===== src/rtl/famicom_joyport_ctrl_if.sv =====
// ---------------------------------------------------------------------------
// famicom_joyport_ctrl_if
// Bundles the controller-port bus between the CPU-side pins and the pad
// shift registers.
//   strobe  : OUT0 latch strobe, 1 = parallel load
//   ncup    : per-channel read strobe, 0 = read in progress
//   buttons : packed button state, channel c at [c*BITS +: BITS], 1 = pressed
//   sdata   : current serial bit per channel, 1 = pressed
//   overrun : sticky per-channel read-past-end flag
// master = CPU/board side, slave = the shift-register block.
// ---------------------------------------------------------------------------
interface famicom_joyport_ctrl_if #(
  parameter int CHANNELS = 2,
  parameter int BITS     = 8
);
  logic                     strobe;
  logic [CHANNELS-1:0]      ncup;
  logic [CHANNELS*BITS-1:0] buttons;
  logic [CHANNELS-1:0]      sdata;
  logic [CHANNELS-1:0]      overrun;

  modport master (output strobe, output ncup, output buttons,
                  input  sdata,  input  overrun);
  modport slave  (input  strobe, input  ncup, input  buttons,
                  output sdata,  output overrun);
endinterface


===== src/rtl/famicom_joyport_ctrl.sv =====
// ---------------------------------------------------------------------------
// famicom_joyport_ctrl
// N-channel 4021-style parallel-in/serial-out controller port model.
//   i_clk : system clock
//   i_rst : asynchronous active-high reset
//   bus   : famicom_joyport_ctrl_if.slave (strobe, ncup, buttons in;
//           sdata, overrun out)
// Each channel loads {SIG_VALUE, buttons} while strobe is high and shifts
// one bit toward bit 0 on every rising edge of its ncup line. After
// BITS+SIG_BITS shifts the line reads FILL_BIT; one more edge sets the
// sticky overrun flag, which only a load or reset clears.
// SIG_VALUE is carried in a 32-bit parameter; only the low SIG_BITS bits
// are used, so SIG_BITS must not exceed 32.
// ---------------------------------------------------------------------------
module famicom_joyport_ctrl #(
  parameter int          CHANNELS  = 2,
  parameter int          BITS      = 8,
  parameter int          SIG_BITS  = 0,
  parameter logic [31:0] SIG_VALUE = 32'd0,
  parameter bit          FILL_BIT  = 1'b1
) (
  input  logic                        i_clk,
  input  logic                        i_rst,
  famicom_joyport_ctrl_if.slave       bus
);

  localparam int TOTAL = BITS + SIG_BITS;
  localparam int CNT_W = $clog2(TOTAL + 1);

  logic [CHANNELS-1:0] w_sdata;
  logic [CHANNELS-1:0] w_overrun;

  genvar gi;
  generate
    for (gi = 0; gi < CHANNELS; gi++) begin : g_ch
      logic [TOTAL-1:0] r_sreg;
      logic [CNT_W-1:0] r_cnt;
      logic             r_ovr;
      logic             r_cup_q;
      logic [TOTAL-1:0] w_load;
      logic [TOTAL-1:0] w_shift;
      logic             w_rise;

      // Signature tail sits above the button bits so it streams out last.
      if (SIG_BITS > 0) begin : g_sig
        assign w_load = {SIG_VALUE[SIG_BITS-1:0], bus.buttons[gi*BITS +: BITS]};
      end else begin : g_nosig
        assign w_load = bus.buttons[gi*BITS +: BITS];
      end

      if (TOTAL > 1) begin : g_wide
        assign w_shift = {FILL_BIT, r_sreg[TOTAL-1:1]};
      end else begin : g_single
        assign w_shift = FILL_BIT;
      end

      // End of a read: previous sample low, current sample high.
      assign w_rise = ~r_cup_q & bus.ncup[gi];

      always_ff @(posedge i_clk or posedge i_rst) begin
        if (i_rst) begin
          r_sreg  <= {TOTAL{FILL_BIT}};
          r_cnt   <= '0;
          r_ovr   <= 1'b0;
          r_cup_q <= 1'b1;
        end else begin
          r_cup_q <= bus.ncup[gi];
          if (bus.strobe) begin
            // Transparent load; a coincident read edge is dropped.
            r_sreg <= w_load;
            r_cnt  <= '0;
            r_ovr  <= 1'b0;
          end else if (w_rise) begin
            r_sreg <= w_shift;
            if (r_cnt == CNT_W'(TOTAL)) begin
              r_ovr <= 1'b1;
            end else begin
              r_cnt <= r_cnt + 1'b1;
            end
          end
        end
      end

      assign w_sdata[gi]   = r_sreg[0];
      assign w_overrun[gi] = r_ovr;
    end
  endgenerate

  assign bus.sdata   = w_sdata;
  assign bus.overrun = w_overrun;

endmodule


===== src/flat_wrapper.sv =====
// flat-port wrapper written by rule: the top's interface ports become plain ports
module famicom_joyport_ctrl_flat 
#(
  parameter int          CHANNELS  = 2,
  parameter int          BITS      = 8,
  parameter int          SIG_BITS  = 0,
  parameter logic [31:0] SIG_VALUE = 32'd0,
  parameter bit          FILL_BIT  = 1'b1
)
  (i_clk, i_rst, bus_strobe, bus_ncup, bus_buttons, bus_sdata, bus_overrun);
  famicom_joyport_ctrl_if #(.CHANNELS(CHANNELS), .BITS(BITS)) bus_i ();
  input  logic i_clk;
  input  logic i_rst;
  input wire logic [$bits(bus_i.strobe)-1:0] bus_strobe;
  input wire logic [$bits(bus_i.ncup)-1:0] bus_ncup;
  input wire logic [$bits(bus_i.buttons)-1:0] bus_buttons;
  output wire logic [$bits(bus_i.sdata)-1:0] bus_sdata;
  output wire logic [$bits(bus_i.overrun)-1:0] bus_overrun;
  assign bus_i.strobe = bus_strobe;
  assign bus_i.ncup = bus_ncup;
  assign bus_i.buttons = bus_buttons;
  assign bus_sdata = bus_i.sdata;
  assign bus_overrun = bus_i.overrun;
  famicom_joyport_ctrl #(.CHANNELS(CHANNELS), .BITS(BITS), .SIG_BITS(SIG_BITS), .SIG_VALUE(SIG_VALUE), .FILL_BIT(FILL_BIT)) u_core (.i_clk(i_clk), .i_rst(i_rst), .bus(bus_i));
endmodule

===== config.mk =====
export PLATFORM = sky130hd
export DESIGN_NAME = famicom_joyport_ctrl_flat
export DESIGN_NICKNAME = d
export VERILOG_FILES = /design/src/rtl/famicom_joyport_ctrl_if.sv /design/src/rtl/famicom_joyport_ctrl.sv /design/src/flat_wrapper.sv
export SDC_FILE = /design/constraint.sdc
export NUM_CORES = 1
export LEC_CHECK = 0
export CELL_PAD_IN_SITES_DETAIL_PLACEMENT = 1
export CELL_PAD_IN_SITES_GLOBAL_PLACEMENT = 1
export CORE_AREA = 8 8 68 70
export DETAILED_ROUTE_END_ITERATION = 8
export DIE_AREA = 0 0 76 78
export GPL_TIMING_DRIVEN = 0
export PLACE_DENSITY_LB_ADDON = 0.1
export SLEW_MARGIN = 20
export SYNTH_ARGS = -nofsm -noshare
export SYNTH_HDL_FRONTEND = slang
export SYNTH_SLANG_ARGS = --single-unit

===== constraint.sdc =====
create_clock -name i_clk -period 1.7 [get_ports i_clk]
set_input_delay 0.51 -clock i_clk [delete_from_list [all_inputs] [get_ports i_clk]]
set_output_delay 0.51 -clock i_clk [all_outputs]
set_load 0.02 [all_outputs]

==> flow_summary.yaml, run 1 <==
run_status:
  status: "finished, final reports clean"
pwr:
  clockPowerShare: 0.220
  p_leak_nw: 0.731
  switchingPower_mw: 0.313
  seq_power_share: 0.622
  power.internal_mw: 0.930
  switching_share: 0.252
  cellPowerDensity_nw_per_um2: 737
  vdd_drop_max_uv: 295
  comb_power_share: 0.159
place:
  postPlaceCellArea_um2: 1680
  placedCellCount: 206
  gp_congestion: 0.751
  dpl.hpwl_um: 2290
  io_buffers: 23
min_path:
  hold_path_class: "flip-flop to flip-flop"
  holdPathStages: 2
timing:
  finalMaxSlewViolations: 0
  fin_tns_setup_ns: 0
  rsz0062_at_grt: "no"
  worst_slew_pin_slew_ns: 0.573
  setup_viol: 0
  finClkSkew_ns: 0.000640
  clock.fmax_mhz: 609
  final.period_utilization: 0.965
  hold_viol: 0
  layout_min_cycle_time_ns: 1.64
  slew_headroom: 0.617
final_layout:
  final_cell_count_no_fill: 210
  finish.net_count: 189
  final_cell_mix: "o21ai_0 (19), clkdlybuf4s50_1 (19), dfstp_2 (18)"
  num_antenna_cells: 0
  drive_above_1_share: 0.241
  synthToLayoutAreaGrowth_pct: 21.6
  final_area_um2: 1690
grt:
  grt_pass1_vias: 1109
  grt_pass1_wl_um: 5050
  track_usage: 0.103
  grt_overflow_total: 0
  grt_antenna_before_repair: 0
  grt_max_degree: 29
route:
  vias_per_cell: 4.92
  wire_per_inst_um: 14.4
  finalWirelength_um: 3020
  dr_total_vias: 1033
  post-route-drc-count: 0
  drtIter0Drc: 26
  drtPass1Iterations: 3
  drtAntennaViolNets: 0
yosys:
  synth_seq_cells: 28
  synth_top_family_by_area: "simple AND/OR/NAND/NOR gates"
  synthAdderAreaFrac: 0.0361
  ys_seq_area_frac: 0.521
  synthCells: 135
  avgSynthCellArea_um2: 10.3
  synthesis.area_um2: 1390
  syn_nets: 160
  synth_compound_area_frac: 0.105
  synth-simple-area-share: 0.147
  yosys-mux-area-fraction: 0.124
  synth_warnings: 0
  synth-xor-area-share: 0
  synthDistinctLibCells: 23
clock_network:
  cts_sinks: 28
  clock_latency_ns: 0.32
  numCtsBuffers: 3
  cts.reportedPaths.clkPinSlew_ns: 0.15
  tritoncts: "done"
  cts.path.max_buffers: 2
  h-tree-depth: 1
  cts_root_buffer: "clkbuf_4"
floorplanning:
  die_area_um2: 5930
  start_util: 0.391
  die_x_um: 76
  coreArea_um2: 3550
  die_h_um: 78
  rows: 22
  pin_count: 25
job:
  max-cap-violations: 0
critical_path:
  critical_path_class: "flip-flop to primary output"
  critPathLaunchType: "flip-flop"
  cp-end-kind: "primary output"
  required_ns: 1.19
  crit_fanout: 2
  r2r_cells: 5
  critPathArrivalTime_ns: 1.13
  reg2reg_slack_ns: 0.13
## metrics by stage
stage / util / hold slack [ns] / worst slack [ns] / power, mW
2_1_floorplan: - / 0.464 / 0.268 / 0.897
3_3_place_gp: 0.473 / 0.482 / -0.285 / 0.979
3_5_place_dp: 0.473 / 0.485 / -0.282 / 0.991
4_1_cts: 0.478 / 0.520 / 0.0166 / 1.27
5_1_grt: 0.475 / 0.538 / 0.00815 / 1.32
6_report: 0.475 / 0.511 / 0.0589 / 1.24
## timing repair
item | CTS | global route
setup buffers | 1 | 0
gates resized for setup | 12 | 2
hold buffers | 0 | 0
pin swaps | 0 | 0
setup endpoints to repair | 4 | 2
## path summary, 6_finish.rpt
path                                           from                  endpoint
setup / recovery           u_core.g_ch[1].r_sreg[0]              bus_sdata[1]
hold / removal                 u_core.g_ch[0].r_ovr      u_core.g_ch[0].r_ovr
setup reg to reg            u_core.g_ch[1].r_cnt[0]   u_core.g_ch[1].r_cnt[0]
hold reg to reg                u_core.g_ch[0].r_ovr      u_core.g_ch[0].r_ovr
max in group asynchronous                     i_rst  u_core.g_ch[0].r_sreg[7]
min in group asynchronous                     i_rst      u_core.g_ch[1].r_ovr
## final cells by class
class	instances	area, µm²
Buffer	12	73.8
Clock buffer	3	22.5
Fill cell	395	1860
Inverter	5	18.8
Multi-Input combinational cell	90	572
Sequential cell	28	723
Tap cell	48	60.1
Timing Repair Buffer	24	218
## power by group through the flow
| stage | clock [mW] | combinational, mW | sequential (mW) |
|---|---|---|---|
| detailed placement | 0 | 0.207 | 0.784 |
| finish | 0.273 | 0.197 | 0.773 |
| global route | 0.317 | 0.220 | 0.781 |
| global placement | 0 | 0.199 | 0.780 |
| floorplan | 0 | 0.123 | 0.774 |
| CTS | 0.296 | 0.203 | 0.773 |
## routing by layer
| layer | global-route usage | vias up | part of all wire |
|---|---|---|---|
| li1 | - | 506 | - |
| met1 | 0.117 | 506 | 0.44 |
| met2 | 0.181 | 17 | 0.51 |
| met3 | 0.0265 | 4 | 0.031 |
| met4 | 0.0353 | 0 | 0.013 |
| met5 | 0 | - | 0 |
## synthesized netlist by cell type
library cell	number	area share
mux2i_1	15	0.11
nand2_1	17	0.046
mux2_2	2	0.016
or3_1	3	0.014
and3b_1	2	0.013
nor2b_1	3	0.014
clkbuf_1	4	0.011
a21oi_1	8	0.029
buf_2	2	0.0072
a21bo_2	1	0.0072
dfstp_2	18	0.34
nand3b_1	2	0.011
and2b_2	1	0.0063
dfrtp_1	10	0.18
buf_6	1	0.0081
nand2b_1	3	0.014
o21ai_0	19	0.069
inv_1	5	0.014
ha_1	4	0.036
nand4_1	1	0.0045
nor2_1	7	0.019
nand3_1	2	0.0072
buf_4	5	0.027
## flip-flops by register name, summed over array words and instances (netlist names)
register	count
u_core.g_ch.r_sreg	16
u_core.g_ch.r_ovr	2
u_core.g_ch.r_cup_q	2
u_core.g_ch.r_cnt	8
## cell families (layout without fill, tap and decap cells)
| family | after synthesis | after routing |
|---|---|---|
| fa+ha+maj | 4 | 4 |
| compound gates | 28 | 28 |
| buf+inv | 17 | 44 |
| flops | 28 | 28 |
| simple gates | 41 | 41 |
| mux | 17 | 17 |
## worst max-delay path, cell delays in order, from the launching register on
cell and delay, ns:
dfstp_2 0.56, buf_4 0.10, buf_2 0.15
Note: power is estimated with default switching activity, not from simulation.
==> run 2: changes to the inputs <==
==> constraint.sdc (replaced) <==
create_clock -name i_clk -period 1.7 [get_ports i_clk]
set_input_delay 0.51 -clock i_clk [delete_from_list [all_inputs] [get_ports i_clk]]
set_output_delay 0.51 -clock i_clk [all_outputs]
set_load 0.01 [all_outputs]
==> flow_summary.yaml, run 2 (synthesis results as in run 1) <==
pwr:
  p_leak_nw: 0.735
  cellPowerDensity_nw_per_um2: 730
  total_power_mw: 1.24
  vdd_drop_max_uv: 295
critical_path:
  critical_path_class: "flip-flop to primary output"
  cpPeakStageDelay_ns: 0.40
  critPathArrivalTime_ns: 1.12
  critPathLaunchType: "flip-flop"
  required_ns: 1.19
  cp-end-kind: "primary output"
  crit_fanout: 2
  cp_cell_sequence: "buf_4 > dlygate4sd2_1"
  crit_path_top_delay_cell: "dfrtp_1"
final_layout:
  largestRegisters: "u_core.g_ch.r_sreg: 16 flops, u_core.g_ch.r_cnt: 8 flops"
  num_antenna_cells: 0
  drive_above_1_share: 0.228
  final_cell_mix: "o21ai_0 (19), clkdlybuf4s50_1 (19), dfstp_2 (18)"
  finish.net_count: 189
  largest_register_ff_count: 16
  num-fill-cells: 394
  synthToLayoutAreaGrowth_pct: 22.5
  final_area_um2: 1700
  top_register: "u_core.g_ch.r_sreg"
  final_util: 0.479
grt:
  grt_pass1_wl_um: 5050
  grt_pass1_vias: 1109
  grt_antenna_before_repair: 0
  track_usage: 0.103
  grt_max_degree: 29
  grt_overflow_total: 0
floorplanning:
  die_h_um: 78
  coreArea_um2: 3550
  rows: 22
  pin_count: 25
  die_area_um2: 5930
  start_util: 0.391
  die_x_um: 76
timing:
  setup_ws_ns: 0.0653
  fin_tns_setup_ns: 0
  worst_slew_pin_slew_ns: 0.573
  slew_headroom: 0.617
  finalMaxSlewViolations: 0
  finClkSkew_ns: 0.000640
  clock.fmax_mhz: 612
  layout_min_cycle_time_ns: 1.63
  rsz0062_at_grt: "no"
  final.period_utilization: 0.962
  hold_viol: 0
  setup_viol: 0
clock_network:
  clock_latency_ns: 0.32
  cts.reportedPaths.clkPinSlew_ns: 0.14
  numCtsBuffers: 3
  h-tree-depth: 1
  cts.path.max_buffers: 2
  tritoncts: "done"
  cts_sinks: 28
  cts_root_buffer: "clkbuf_4"
  cts_hold_repair.buffers: 0
route:
  post-route-drc-count: 0
  dr_wl_met3_um: 95
  drtPass1Iterations: 3
  drtAntennaViolNets: 0
  dr_total_vias: 1033
  wire_per_inst_um: 14.4
  vias_per_cell: 4.92
  highest_layer: "met4"
  finalWirelength_um: 3020
  wl_met2_um: 1550
  drtIter0Drc: 26
  wl_met1_um: 1330
place:
  dpl_worst_slack_ns: -0.282
  postPlaceCellArea_um2: 1680
  gp_congestion: 0.751
  dpl.hpwl_um: 2290
  io_buffers: 23
run_status:
  status: "finished, final reports clean"
job:
  max-cap-violations: 0
min_path:
  hold_path_class: "flip-flop to flip-flop"
## run 2: path summary, 6_finish.rpt
check | startpoint | end | slack [ns] | depth (start not counted)
max | u_core.g_ch[0].r_ovr | bus_overrun[0] | 0.07 | 2
min | u_core.g_ch[0].r_ovr | u_core.g_ch[0].r_ovr | 0.51 | 2
max reg2reg | u_core.g_ch[1].r_cnt[0] | u_core.g_ch[1].r_cnt[0] | 0.13 | 5
min reg2reg | u_core.g_ch[0].r_ovr | u_core.g_ch[0].r_ovr | 0.51 | 2
max in group asynchronous | i_rst | u_core.g_ch[0].r_sreg[7] | 0.76 | 2
min in group asynchronous | i_rst | u_core.g_ch[1].r_ovr | 0.55 | 2
## run 2: worst max-delay path, delay by kind of cell (launching register included)
kind / cells / cell delay [ns]
buffers and inverters: 2 / 0.41
DFF: 1 / 0.40
## run 2: timing repair
| item | 4_1_cts | 5_1_grt |
|---|---|---|
| setup buffers | 1 | 0 |
| setup endpoints to repair | 4 | 1 |
| cloned | 0 | 0 |
| resized for setup | 8 | 1 |
## run 2: area by class of cell
cell class | instances | area (µm²) | area share
inverter | 5 | 18.8 | 0.0110
timing repair buffer | 24 | 229 | 0.135
clock buffer | 3 | 22.5 | 0.0133
multi-input combinational | 90 | 572 | 0.337
sequential | 28 | 723 | 0.426
buffer | 12 | 73.8 | 0.0434
tap | 48 | 60.1 | 0.0353
## run 2: through the flow
stage | std cells | hold slack [ns]
2_1_floorplan | 135 | 0.464
3_3_place_gp | 206 | 0.482
3_5_place_dp | 206 | 0.485
4_1_cts | 210 | 0.520
5_1_grt | 210 | 0.538
6_report | 210 | 0.511
## run 2: report_power, final
group | switching [mW] | internal, mW | total [mW]
Sequential | 0.0287 | 0.744 | 0.773
Combinational | 0.0908 | 0.104 | 0.195
Clock | 0.190 | 0.0832 | 0.273
## run 2: per-layer routing
layer / vias to the layer above / track usage
li1: 506 / -
met1: 506 / 0.117
met2: 17 / 0.181
met3: 4 / 0.0265
met4: 0 / 0.0353
met5: - / 0
